### config.mk
export PLATFORM = sky130hd
export DESIGN_NAME = sobel_frame_ctrl_flat
export DESIGN_NICKNAME = d
export VERILOG_FILES = /design/src/rtl/sobel_frame_ctrl_if.sv /design/src/rtl/sobel_frame_ctrl.sv /design/src/flat_wrapper.sv
export SDC_FILE = /design/constraint.sdc
export NUM_CORES = 1
export LEC_CHECK = 0
export ABC_AREA = 0
export BUFFER_PORTS_ARGS = -buffer_cell sky130_fd_sc_hd__buf_2
export CORE_ASPECT_RATIO = 0.9
export CORE_MARGIN = 2
export CORE_UTILIZATION = 59
export DETAILED_ROUTE_END_ITERATION = 6
export PLACE_DENSITY = 0.79
export SLEW_MARGIN = 0
export SYNTH_ARGS = -nofsm -noshare
export SYNTH_HDL_FRONTEND = slang
export SYNTH_SLANG_ARGS = --single-unit
### constraint.sdc
create_clock -name clk -period 3.2 [get_ports clk]
set_input_delay 0.8 -clock clk [delete_from_list [all_inputs] [get_ports clk]]
set_output_delay 0.8 -clock clk [all_outputs]
set_load 0.01 [all_outputs]
### src/rtl/sobel_frame_ctrl_if.sv
// Signal bundle between the capture side, the Sobel detector and sobel_frame_ctrl.
// The master drives config, capture and detector-output streams; the slave is the controller.
interface sobel_frame_ctrl_if #(
  parameter int unsigned CNT_W = 20,
  parameter int unsigned H_W   = 12,
  parameter int unsigned V_W   = 11
);
  logic             cfg_wr;
  logic             cfg_enable;
  logic             cfg_auto;
  logic [7:0]       cfg_thresh;
  logic [CNT_W-1:0] cfg_lo;
  logic [CNT_W-1:0] cfg_hi;
  logic             in_vsync;
  logic             in_href;
  logic             in_clken;
  logic             det_vsync;
  logic             det_href;
  logic             det_clken;
  logic [7:0]       thresh_o;
  logic             edge_vsync;
  logic             edge_href;
  logic             edge_clken;
  logic             edge_bit;
  logic             frame_done;
  logic [CNT_W-1:0] stat_edges;
  logic [H_W-1:0]   stat_width;
  logic [V_W-1:0]   stat_height;
  logic             stat_geom_err;

  modport master (
    output cfg_wr, cfg_enable, cfg_auto, cfg_thresh, cfg_lo, cfg_hi,
    output in_vsync, in_href, in_clken,
    output edge_vsync, edge_href, edge_clken, edge_bit,
    input  det_vsync, det_href, det_clken, thresh_o,
    input  frame_done, stat_edges, stat_width, stat_height, stat_geom_err
  );

  modport slave (
    input  cfg_wr, cfg_enable, cfg_auto, cfg_thresh, cfg_lo, cfg_hi,
    input  in_vsync, in_href, in_clken,
    input  edge_vsync, edge_href, edge_clken, edge_bit,
    output det_vsync, det_href, det_clken, thresh_o,
    output frame_done, stat_edges, stat_width, stat_height, stat_geom_err
  );
endinterface

### src/rtl/sobel_frame_ctrl.sv
// Per-frame Sobel controller: commits config at input frame start, gates the detector
// stream, captures input geometry, counts edge pixels and steps the threshold in auto mode.
module sobel_frame_ctrl #(
  parameter int unsigned THRESH_DEF = 35,
  parameter int unsigned STEP       = 2,
  parameter int unsigned CNT_W      = 20,
  parameter int unsigned H_W        = 12,
  parameter int unsigned V_W        = 11
) (
  input  logic              clk,
  input  logic              rst_n,
  sobel_frame_ctrl_if.slave ctrl
);
  localparam logic [7:0]       THR_RST = 8'(THRESH_DEF);
  localparam logic [8:0]       STEP9   = 9'(STEP);
  localparam logic [H_W-1:0]   H_MAX   = '1;
  localparam logic [V_W-1:0]   V_MAX   = '1;
  localparam logic [CNT_W-1:0] E_MAX   = '1;

  logic             in_vs_q, in_href_q, in_clken_q, edge_vs_q;
  logic             sh_en_q, sh_en_d, sh_auto_q, sh_auto_d, dirty_q, dirty_d;
  logic [7:0]       sh_thr_q, sh_thr_d;
  logic [CNT_W-1:0] sh_lo_q, sh_lo_d, sh_hi_q, sh_hi_d;
  logic             en_q, en_d, auto_q, auto_d;
  logic [CNT_W-1:0] lo_q, lo_d, hi_q, hi_d;
  logic [7:0]       thr_q, thr_d, auto_next_q, auto_next_d;
  logic [H_W-1:0]   h_cnt_q, h_cnt_d, ref_w_q, ref_w_d, st_w_q, st_w_d;
  logic [V_W-1:0]   v_cnt_q, v_cnt_d, st_h_q, st_h_d;
  logic             first_q, first_d, gerr_q, gerr_d, st_gerr_q, st_gerr_d;
  logic [CNT_W-1:0] e_cnt_q, e_cnt_d, st_e_q, st_e_d;
  logic             fdone_q, fdone_d;

  logic       ib, eb, pix, epix, href_fall;
  logic [8:0] up9, dn9;
  logic [7:0] thr_up, thr_dn;

  always_comb begin
    ib        = ctrl.in_vsync & ~in_vs_q;
    eb        = ctrl.edge_vsync & ~edge_vs_q;
    pix       = ctrl.in_href & ctrl.in_clken;
    epix      = ctrl.edge_href & ctrl.edge_clken & ctrl.edge_bit;
    href_fall = in_href_q & ~ctrl.in_href;
    up9       = {1'b0, thr_q} + STEP9;
    dn9       = {1'b0, thr_q} - STEP9;
    thr_up    = (up9 > 9'd255) ? 8'hFF : up9[7:0];
    thr_dn    = ({1'b0, thr_q} <= STEP9) ? 8'd1 : dn9[7:0];
  end

  always_comb begin
    sh_en_d     = sh_en_q;
    sh_auto_d   = sh_auto_q;
    sh_thr_d    = sh_thr_q;
    sh_lo_d     = sh_lo_q;
    sh_hi_d     = sh_hi_q;
    dirty_d     = dirty_q;
    en_d        = en_q;
    auto_d      = auto_q;
    lo_d        = lo_q;
    hi_d        = hi_q;
    thr_d       = thr_q;
    auto_next_d = auto_next_q;
    if (ib) begin
      en_d   = sh_en_q;
      auto_d = sh_auto_q;
      lo_d   = sh_lo_q;
      hi_d   = sh_hi_q;
      dirty_d = 1'b0;
      // A manual load also reseeds auto_next so a stale auto result never overrides it.
      if (dirty_q) begin
        thr_d       = sh_thr_q;
        auto_next_d = sh_thr_q;
      end else if (auto_q) begin
        thr_d = auto_next_q;
      end
    end
    if (ctrl.cfg_wr) begin
      sh_en_d   = ctrl.cfg_enable;
      sh_auto_d = ctrl.cfg_auto;
      sh_thr_d  = ctrl.cfg_thresh;
      sh_lo_d   = ctrl.cfg_lo;
      sh_hi_d   = ctrl.cfg_hi;
      dirty_d   = 1'b1;
    end
    if (eb && en_q && auto_q) begin
      if (e_cnt_q > hi_q)      auto_next_d = thr_up;
      else if (e_cnt_q < lo_q) auto_next_d = thr_dn;
      else                     auto_next_d = thr_q;
    end
  end

  always_comb begin
    h_cnt_d   = h_cnt_q;
    ref_w_d   = ref_w_q;
    v_cnt_d   = v_cnt_q;
    first_d   = first_q;
    gerr_d    = gerr_q;
    st_w_d    = st_w_q;
    st_h_d    = st_h_q;
    st_gerr_d = st_gerr_q;
    if (pix && h_cnt_q != H_MAX) h_cnt_d = h_cnt_q + 1'b1;
    if (href_fall) begin
      if (first_q) begin
        ref_w_d = h_cnt_q;
        first_d = 1'b0;
      end else if (h_cnt_q != ref_w_q) begin
        gerr_d = 1'b1;
      end
      if (v_cnt_q != V_MAX) v_cnt_d = v_cnt_q + 1'b1;
      h_cnt_d = '0;
    end
    if (ib) begin
      st_w_d    = ref_w_q;
      st_h_d    = v_cnt_q;
      st_gerr_d = gerr_q;
      ref_w_d   = '0;
      v_cnt_d   = '0;
      gerr_d    = 1'b0;
      first_d   = 1'b1;
    end
  end

  always_comb begin
    e_cnt_d = e_cnt_q;
    st_e_d  = st_e_q;
    fdone_d = 1'b0;
    // A pixel coincident with the boundary belongs to the new frame.
    if (eb) begin
      st_e_d  = e_cnt_q;
      e_cnt_d = epix ? CNT_W'(1) : '0;
      fdone_d = 1'b1;
    end else if (epix && e_cnt_q != E_MAX) begin
      e_cnt_d = e_cnt_q + 1'b1;
    end
  end

  always_ff @(posedge clk or negedge rst_n) begin
    if (!rst_n) begin
      in_vs_q <= 1'b0;  in_href_q <= 1'b0;  in_clken_q <= 1'b0;  edge_vs_q <= 1'b0;
      sh_en_q <= 1'b1;  sh_auto_q <= 1'b0;  sh_thr_q <= THR_RST;
      sh_lo_q <= '0;    sh_hi_q <= '1;      dirty_q <= 1'b0;
      en_q <= 1'b1;     auto_q <= 1'b0;     lo_q <= '0;  hi_q <= '1;
      thr_q <= THR_RST; auto_next_q <= THR_RST;
      h_cnt_q <= '0;    ref_w_q <= '0;      v_cnt_q <= '0;
      first_q <= 1'b1;  gerr_q <= 1'b0;
      st_w_q <= '0;     st_h_q <= '0;       st_gerr_q <= 1'b0;
      e_cnt_q <= '0;    st_e_q <= '0;       fdone_q <= 1'b0;
    end else begin
      in_vs_q <= ctrl.in_vsync;  in_href_q <= ctrl.in_href;
      in_clken_q <= ctrl.in_clken;  edge_vs_q <= ctrl.edge_vsync;
      sh_en_q <= sh_en_d;  sh_auto_q <= sh_auto_d;  sh_thr_q <= sh_thr_d;
      sh_lo_q <= sh_lo_d;  sh_hi_q <= sh_hi_d;      dirty_q <= dirty_d;
      en_q <= en_d;  auto_q <= auto_d;  lo_q <= lo_d;  hi_q <= hi_d;
      thr_q <= thr_d;  auto_next_q <= auto_next_d;
      h_cnt_q <= h_cnt_d;  ref_w_q <= ref_w_d;  v_cnt_q <= v_cnt_d;
      first_q <= first_d;  gerr_q <= gerr_d;
      st_w_q <= st_w_d;  st_h_q <= st_h_d;  st_gerr_q <= st_gerr_d;
      e_cnt_q <= e_cnt_d;  st_e_q <= st_e_d;  fdone_q <= fdone_d;
    end
  end

  assign ctrl.det_vsync     = in_vs_q;
  assign ctrl.det_href      = in_href_q & en_q;
  assign ctrl.det_clken     = in_clken_q & en_q;
  assign ctrl.thresh_o      = thr_q;
  assign ctrl.frame_done    = fdone_q;
  assign ctrl.stat_edges    = st_e_q;
  assign ctrl.stat_width    = st_w_q;
  assign ctrl.stat_height   = st_h_q;
  assign ctrl.stat_geom_err = st_gerr_q;
endmodule

### src/flat_wrapper.sv
// flat-port wrapper written by rule: the top's interface ports become plain ports
module sobel_frame_ctrl_flat 
#(
  parameter int unsigned THRESH_DEF = 35,
  parameter int unsigned STEP       = 2,
  parameter int unsigned CNT_W      = 20,
  parameter int unsigned H_W        = 12,
  parameter int unsigned V_W        = 11
)
  (clk, rst_n, ctrl_cfg_wr, ctrl_cfg_enable, ctrl_cfg_auto, ctrl_cfg_thresh, ctrl_cfg_lo, ctrl_cfg_hi, ctrl_in_vsync, ctrl_in_href, ctrl_in_clken, ctrl_edge_vsync, ctrl_edge_href, ctrl_edge_clken, ctrl_edge_bit, ctrl_det_vsync, ctrl_det_href, ctrl_det_clken, ctrl_thresh_o, ctrl_frame_done, ctrl_stat_edges, ctrl_stat_width, ctrl_stat_height, ctrl_stat_geom_err);
  sobel_frame_ctrl_if #(.CNT_W(CNT_W), .H_W(H_W), .V_W(V_W)) ctrl_i ();
  input  logic clk;
  input  logic rst_n;
  input wire logic [$bits(ctrl_i.cfg_wr)-1:0] ctrl_cfg_wr;
  input wire logic [$bits(ctrl_i.cfg_enable)-1:0] ctrl_cfg_enable;
  input wire logic [$bits(ctrl_i.cfg_auto)-1:0] ctrl_cfg_auto;
  input wire logic [$bits(ctrl_i.cfg_thresh)-1:0] ctrl_cfg_thresh;
  input wire logic [$bits(ctrl_i.cfg_lo)-1:0] ctrl_cfg_lo;
  input wire logic [$bits(ctrl_i.cfg_hi)-1:0] ctrl_cfg_hi;
  input wire logic [$bits(ctrl_i.in_vsync)-1:0] ctrl_in_vsync;
  input wire logic [$bits(ctrl_i.in_href)-1:0] ctrl_in_href;
  input wire logic [$bits(ctrl_i.in_clken)-1:0] ctrl_in_clken;
  input wire logic [$bits(ctrl_i.edge_vsync)-1:0] ctrl_edge_vsync;
  input wire logic [$bits(ctrl_i.edge_href)-1:0] ctrl_edge_href;
  input wire logic [$bits(ctrl_i.edge_clken)-1:0] ctrl_edge_clken;
  input wire logic [$bits(ctrl_i.edge_bit)-1:0] ctrl_edge_bit;
  output wire logic [$bits(ctrl_i.det_vsync)-1:0] ctrl_det_vsync;
  output wire logic [$bits(ctrl_i.det_href)-1:0] ctrl_det_href;
  output wire logic [$bits(ctrl_i.det_clken)-1:0] ctrl_det_clken;
  output wire logic [$bits(ctrl_i.thresh_o)-1:0] ctrl_thresh_o;
  output wire logic [$bits(ctrl_i.frame_done)-1:0] ctrl_frame_done;
  output wire logic [$bits(ctrl_i.stat_edges)-1:0] ctrl_stat_edges;
  output wire logic [$bits(ctrl_i.stat_width)-1:0] ctrl_stat_width;
  output wire logic [$bits(ctrl_i.stat_height)-1:0] ctrl_stat_height;
  output wire logic [$bits(ctrl_i.stat_geom_err)-1:0] ctrl_stat_geom_err;
  assign ctrl_i.cfg_wr = ctrl_cfg_wr;
  assign ctrl_i.cfg_enable = ctrl_cfg_enable;
  assign ctrl_i.cfg_auto = ctrl_cfg_auto;
  assign ctrl_i.cfg_thresh = ctrl_cfg_thresh;
  assign ctrl_i.cfg_lo = ctrl_cfg_lo;
  assign ctrl_i.cfg_hi = ctrl_cfg_hi;
  assign ctrl_i.in_vsync = ctrl_in_vsync;
  assign ctrl_i.in_href = ctrl_in_href;
  assign ctrl_i.in_clken = ctrl_in_clken;
  assign ctrl_i.edge_vsync = ctrl_edge_vsync;
  assign ctrl_i.edge_href = ctrl_edge_href;
  assign ctrl_i.edge_clken = ctrl_edge_clken;
  assign ctrl_i.edge_bit = ctrl_edge_bit;
  assign ctrl_det_vsync = ctrl_i.det_vsync;
  assign ctrl_det_href = ctrl_i.det_href;
  assign ctrl_det_clken = ctrl_i.det_clken;
  assign ctrl_thresh_o = ctrl_i.thresh_o;
  assign ctrl_frame_done = ctrl_i.frame_done;
  assign ctrl_stat_edges = ctrl_i.stat_edges;
  assign ctrl_stat_width = ctrl_i.stat_width;
  assign ctrl_stat_height = ctrl_i.stat_height;
  assign ctrl_stat_geom_err = ctrl_i.stat_geom_err;
  sobel_frame_ctrl #(.THRESH_DEF(THRESH_DEF), .STEP(STEP), .CNT_W(CNT_W), .H_W(H_W), .V_W(V_W)) u_core (.clk(clk), .rst_n(rst_n), .ctrl(ctrl_i));
endmodule
==> out/qor.csv, run 1 <==
stage,metric,value,unit
run_status,status,"finished, final reports clean",
layout,Area Overhead vs Synth,15.5,%
sta,clock period minus worst slack,2.89,ns
grt,global-route wire length before repair,37700,um
layout,final instance area,11800,um2
logic_synthesis,#FFs+latches synth,215,
sta,Least-Margin Pin Slew,0.969,ns
detailed_routing,routed vias,7690,
worst_setup_path,crit-path max FO,8,
sta,Slew Limit Fails,0,
sta,Max Fclk,346,MHz
cts,worst-skew pair later-pin latency,0.51,ns
pwr,Gate power share,12.2,%
worst_setup_path,critical path required time,3.57,ns
grt,initial antenna violation count,2,
detailed_routing,drt initial violations,550,
die,initial core utilization,60.4,%
die,core area,16900,um2
cts,CTS root buffer,clkbuf_16,
logic_synthesis,"Distinct cells, synth",62,
sta,Clock Skew,0.00754,ns
logic_synthesis,"Top FF cell, synth",dfrtp_1,
worst_setup_path,Setup crit start,u_core.hi_q[5],
layout,share of cells above drive strength 1,24.7,%
cts,# H-tree levels,1,
logic_synthesis,Post-synth EDFFs,0,
logic_synthesis,Syn. warnings,0,
logic_synthesis,Area contributors post-synth,"dfrtp_1 40%, dfstp_2 13%, nand2_1 8.9%",
cts,clock tree buffer depth,3,
cts,postcts setup bufs,0,
worst_setup_path,CP Capture Type,flip-flop,
sta,slew margin rel.,35.4,%
pwr,Seq pwr share,46.4,%
flow_run,Max Cap Viol,0,
grt,vias in the first global route,7506,
worst_setup_path,crit path kind,reg2reg,
sta,final hold slack,0.254,ns
logic_synthesis,Yosys top cell area share,40.0,%
logic_synthesis,Post-synth ARST share,100,%
pwr,Switching Fraction,25.7,%
logic_synthesis,Post-Syn Instances,1021,
pwr,power per cell area,590,nW/um2
pwr,Pint,5.17,mW
detailed_routing,final wirelength,23300,um
place,Final Wtd Congestion,0.917,
cts,CTS Hold Bufs,0,
cts,CTS buffer count,23,
logic_synthesis,syn nets,1126,
die,Die Ht,129,um
detailed_routing,Wirelength per Cell,17.2,um
sta,Final setup viols,0,
place,"Cell Area, Placed",11000,um2
sta,crit share post-route,90.2,%
worst_setup_path,reg2reg start,u_core.hi_q[5],
sta,setup_tns,0,ns
detailed_routing,TritonRoute pass-1 iters,5,
layout,"commonest cells after routing, fill and taps aside","243 x nand2_1, 163 x dfrtp_1, 114 x buf_2",
pwr,leak pwr,5.79,nW
pwr,sw power,1.79,mW
die,Die Wd,143,um
grt,largest net degree at the start of global routing,108,
worst_setup_path,flop-to-flop setup slack,0.31,ns
pwr,maximum VDD drop,0.000383,V
logic_synthesis,post-synth top area cell,dfrtp_1,
grt,Total GRT Usage,25.6,%
worst_setup_path,Worst setup SP type,flip-flop,
layout,"commonest non-fill, non-tap cell in the layout",nand2_1,
place,HPWL Detailed,15900,um
place,PortBufs,115,
layout,fillers,1226,
logic_synthesis,Syn Area/Cell,10.0,um2
detailed_routing,antenna-violating nets left,0,
grt,remaining global-route overflow,0,
layout,fin util,69.8,%
cts,post-cts sizing count,0,
die,Die ar.,18400,um2
worst_setup_path,WP data arrival,3.25,ns
logic_synthesis,"Seq/Total Area, Yosys",53.3,%
logic_synthesis,Synth Cell Area,10200,um2
die,I/O pin count,116,
pwr,Overall Power,6.96,mW
detailed_routing,routed vias/inst,5.68,
cts,CTS tree,yes,
cts,Clock transition at path regs,0.06,ns
pwr,Clk network pwr share,41.4,%
worst_hold_path,min-delay worst type,in2async,
die,FP Rows,45,
sta,unrepaired setup endpoints after global routing,no,
cts,# clock sinks,215,
sta,Final Hold Viols,0,
detailed_routing,DR DRC count,0,
layout,nets,1231,
synthesized netlist by cell type (all sizes together) (6+ instances only):
cell type  instances
nand2b             6
dfstp             52
clkbuf            42
inv               47
buf                8
mux2              51
a21oi             34
o21ai             64
a31oi              7
nand2            244
ha                45
or3                6
a21o               6
dfrtp            163
mux2i              9
a22oi              9
nor2b              8
nor4               7
xnor2             11
and2               6
and3               8
xor2              36
nand4             21
nor2              60
nand3             24
state kept, by name, summed over array words and instances (netlist names), 8 cells and up:
| name | flops |
|---|---|
| u_core.sh_thr_q | 8 |
| u_core.sh_hi_q | 20 |
| u_core.ctrl.stat_edges | 20 |
| u_core.hi_q | 20 |
| u_core.v_cnt_q | 11 |
| u_core.e_cnt_q | 20 |
| u_core.ctrl.stat_height | 11 |
| u_core.h_cnt_q | 12 |
| u_core.lo_q | 20 |
| u_core.sh_lo_q | 20 |
| u_core.ctrl.thresh_o | 8 |
| u_core.ref_w_q | 12 |
| u_core.ctrl.stat_width | 12 |
| u_core.auto_next_q | 8 |
worst paths after layout:
check / end / cells past startpoint
max in group asynchronous: u_core.ctrl.thresh_o[1] / 2
min reg2reg: u_core.hi_q[0] / 2
max: u_core.auto_next_q[7] / 10
max reg2reg: u_core.auto_next_q[7] / 10
min in group clk: u_core.edge_vs_q / 1
min: u_core.sh_lo_q[14] / 1
power by group through the flow:
stage                     clock, mW  sequential (mW)  combinational, mW
final                          2.88             3.23              0.851
after detailed placement          0             3.27              0.840
after floorplan                   0             3.19              0.606
after global routing           3.01             3.26              0.961
after CTS                      2.91             3.22              0.853
after global placement            0             3.26              0.810
cells by family (layout without fill, tap and decap cells):
| group | Yosys count | after routing | synth area share (%) |
|---|---|---|---|
| buf+inv | 98 | 220 | 4.07 |
| mux | 60 | 60 | 6.51 |
| compound gates | 153 | 153 | 9.39 |
| simple gates | 403 | 403 | 17.2 |
| xor+xnor | 47 | 47 | 4.03 |
| other cells | 0 | 1 | 0 |
| fa+ha+maj | 45 | 45 | 5.51 |
| flops | 215 | 215 | 53.3 |
critical path: stages (launching register included):
cell and delay, ns:
dfstp_2 0.51, inv_1 0.05, ha_1 0.31, a21o_1 0.19
a221o_1 0.33, a21oi_1 0.21, a31o_2 0.21, a21o_1 0.29
nor2_1 0.10, a2111oi_0 0.46, a311oi_1 0.10
per-layer routing:
layer | up-vias | track usage (%) | part of all wire [%]
li1 | 3664 | - | -
met1 | 3732 | 37.1 | 46
met2 | 244 | 39.6 | 46
met3 | 50 | 4.47 | 5.9
met4 | 0 | 8.62 | 2.6
met5 | - | 0 | 0
through the flow:
stage	setup WS [ns]	std cells
after floorplan	0.732	1021
after global placement	0.543	1312
after detailed placement	0.443	1312
after CTS	0.369	1354
after global routing	0.198	1355
final	0.313	1355
final cells by class:
| cell class | count | area, um2 | area share [%] |
|---|---|---|---|
| sequential | 215 | 5450 | 46.2 |
| multi-input combinational | 708 | 4360 | 36.9 |
| timing repair buffer | 131 | 729 | 6.18 |
| clock buffer | 29 | 618 | 5.24 |
| tap | 211 | 264 | 2.24 |
| clock inverter | 13 | 204 | 1.73 |
| inverter | 47 | 176 | 1.50 |
| antenna | 1 | 2.50 | 0.0212 |
No activity file was read; power rests on OpenSTA's default activity.
==> run 2: changes to the inputs <==
Settings changed: CTS_CLUSTER_SIZE set to 14, RECOVER_POWER set to 50.
==> run 2 against run 1 <==
  * The run now ends with max-capacitance violations, max-slew violations left
  * Core utilization down 0.85 points
  * Critical path depth did not move
  * Clock skew up 0.0025 ns
  * Hold slack better by 0.15 ns
  * Flip-flop and latch count unchanged
  * Wire length shrank 0.84%
  * Design area fell by 1.2%
  * Sequential share of layout area increased by 0.57 points
==> out/qor.csv, run 2 (synthesis gave the netlist of run 1 again) <==
stage,metric,value,unit
die,initial core utilization,60.4,%
pwr,leak pwr,5.72,nW
pwr,Clk network pwr share,39.3,%
detailed_routing,Wirelength per Cell,17.1,um
cts,# clock sinks,215,
worst_setup_path,Setup crit start,u_core.hi_q[11],
worst_setup_path,crit-path max FO,9,
detailed_routing,drt initial violations,550,
grt,remaining global-route overflow,0,
die,I/O pin count,116,
cts,postcts setup bufs,0,
pwr,Overall Power,6.70,mW
layout,Reg area,5450,um2
cts,CTS root buffer,clkbuf_16,
layout,Area Overhead vs Synth,14.1,%
cts,# H-tree levels,1,
layout,share of cells above drive strength 1,23.5,%
pwr,Gate power share,12.5,%
pwr,maximum VDD drop,0.000431,V
die,Die Ht,129,um
worst_setup_path,critical path required time,3.57,ns
worst_setup_path,Worst setup SP type,flip-flop,
detailed_routing,antenna-violating nets left,0,
worst_setup_path,reg2reg start,u_core.hi_q[11],
sta,crit share post-route,88.5,%
worst_setup_path,WP data arrival,3.21,ns
pwr,power per cell area,575,nW/um2
grt,initial antenna violation count,1,
run_status,failing checks,"max-capacitance violations, max-slew violations",
grt,vias in the first global route,7425,
cts,CTS tree,yes,
sta,setup_tns,0,ns
die,FP Rows,45,
detailed_routing,routed vias/inst,5.72,
cts,worst-skew pair later-pin latency,0.52,ns
pwr,Seq pwr share,48.2,%
die,Die Wd,143,um
flow_run,Max Cap Viol,2,
cts,CTS Hold Bufs,0,
detailed_routing,TritonRoute pass-1 iters,5,
worst_setup_path,flop-to-flop setup slack,0.37,ns
run_status,status,"finished, violations left",
layout,fillers,1269,
worst_setup_path,CP Capture Type,flip-flop,
cts,clock tree buffer depth,3,
layout,nets,1231,
layout,Ant. Diodes,0,
detailed_routing,routed vias,7736,
place,HPWL Detailed,15900,um
place,PortBufs,115,
sta,unrepaired setup endpoints after global routing,no,
sta,clock period minus worst slack,2.83,ns
cts,post-cts sizing count,0,
cts,Clock transition at path regs,0.06,ns
sta,Final Hold Viols,0,
sta,slew margin rel.,-16.7,%
worst_hold_path,Hold Path Depth,1,
sta,Clock Skew,0.0101,ns
detailed_routing,final wirelength,23100,um
die,Die ar.,18400,um2
sta,Least-Margin Pin Slew,1.75,ns
grt,Total GRT Usage,25.5,%
worst_hold_path,min-delay worst type,in2reg,
grt,largest net degree at the start of global routing,108,
worst_setup_path,crit path kind,reg2reg,
sta,Slew Limit Fails,79,
grt,global-route wire length before repair,37700,um
pwr,sw power,1.76,mW
pwr,Pint,4.94,mW
layout,area taken by multi-input logic gates,4350,um2
layout,"commonest cells after routing, fill and taps aside","243 x nand2_1, 163 x dfrtp_1, 110 x buf_2",
detailed_routing,DR DRC count,0,
pwr,Switching Fraction,26.3,%
die,core area,16900,um2
worst_hold_path,HP Start,ctrl_edge_vsync,
layout,"commonest non-fill, non-tap cell in the layout",nand2_1,
sta,Max Fclk,353,MHz
place,Final Wtd Congestion,0.917,
cts,CTS buffer count,23,
worst_setup_path,R2R cell count,10,
sta,Final setup viols,0,
[run 2: cell types whose count changed in the layout (fill, tap and decap cells not counted), moves of 2 or more]
cell,previous run,this run
buf_2,114,110
buf_4,14,6
bufinv_16,5,2
clkbuf_1,4,16
clkbuf_2,0,3
clkinv_2,3,5
clkinvlp_4,4,1
[run 2: power by group through the flow]
| stage | sequential (mW) | combinational, mW | clock, mW |
|---|---|---|---|
| 6_report | 3.23 | 0.840 | 2.63 |
| 5_1_grt | 3.26 | 0.950 | 2.79 |
| 4_1_cts | 3.22 | 0.851 | 2.68 |
| 3_5_place_dp | 3.27 | 0.840 | 0 |
| 3_3_place_gp | 3.26 | 0.810 | 0 |
| 2_1_floorplan | 3.19 | 0.606 | 0 |
[run 2: final cells by class]
cell class	instances	area share (%)
clock buffers	31	5.45
clock inverters	10	0.945
inverters	47	1.51
multi-input cells	708	37.3
flip-flops and latches	215	46.7
well taps	211	2.27
repair buffers	131	5.77
[run 2: worst paths after layout]
| path | to |
|---|---|
| setup / recovery | u_core.auto_next_q[7] |
| hold / removal | u_core.edge_vs_q |
| setup reg to reg | u_core.auto_next_q[7] |
| hold reg to reg | u_core.hi_q[0] |
| max in group asynchronous | u_core.ctrl.thresh_o[3] |
| min in group asynchronous | u_core.sh_lo_q[14] |
[run 2: per-layer routing]
metal  track usage (%)  wire [um]  vias up
li1                  -          -     3663
met1              37.3      10600     3778
met2              39.3      10600      247
met3              4.50       1340       48
met4              7.75        585        0
met5                 0          0        -
[run 2: worst max-delay path, stage by stage (launching register included)]
cell       delay, ns
dfstp_2         0.51
inv_1           0.04
ha_1            0.29
and4_1          0.23
nand4_1         0.15
a21o_1          0.19
a31o_2          0.24
a21oi_2         0.34
nor4_1          0.13
a2111oi_0       0.47
a311oi_1        0.09
[run 2: through the flow]
step	std cells	area (um2)	setup WS (ns)	util, %	hold slack (ns)
floorplan	1021	10200	0.732	-	0.433
finish	1353	11700	0.368	69.0	0.405
detailed placement	1312	11000	0.443	65.0	0.448
global placement	1312	11000	0.543	65.0	0.441
global route	1353	11700	0.195	69.0	0.398
CTS	1353	11700	0.407	69.4	0.261
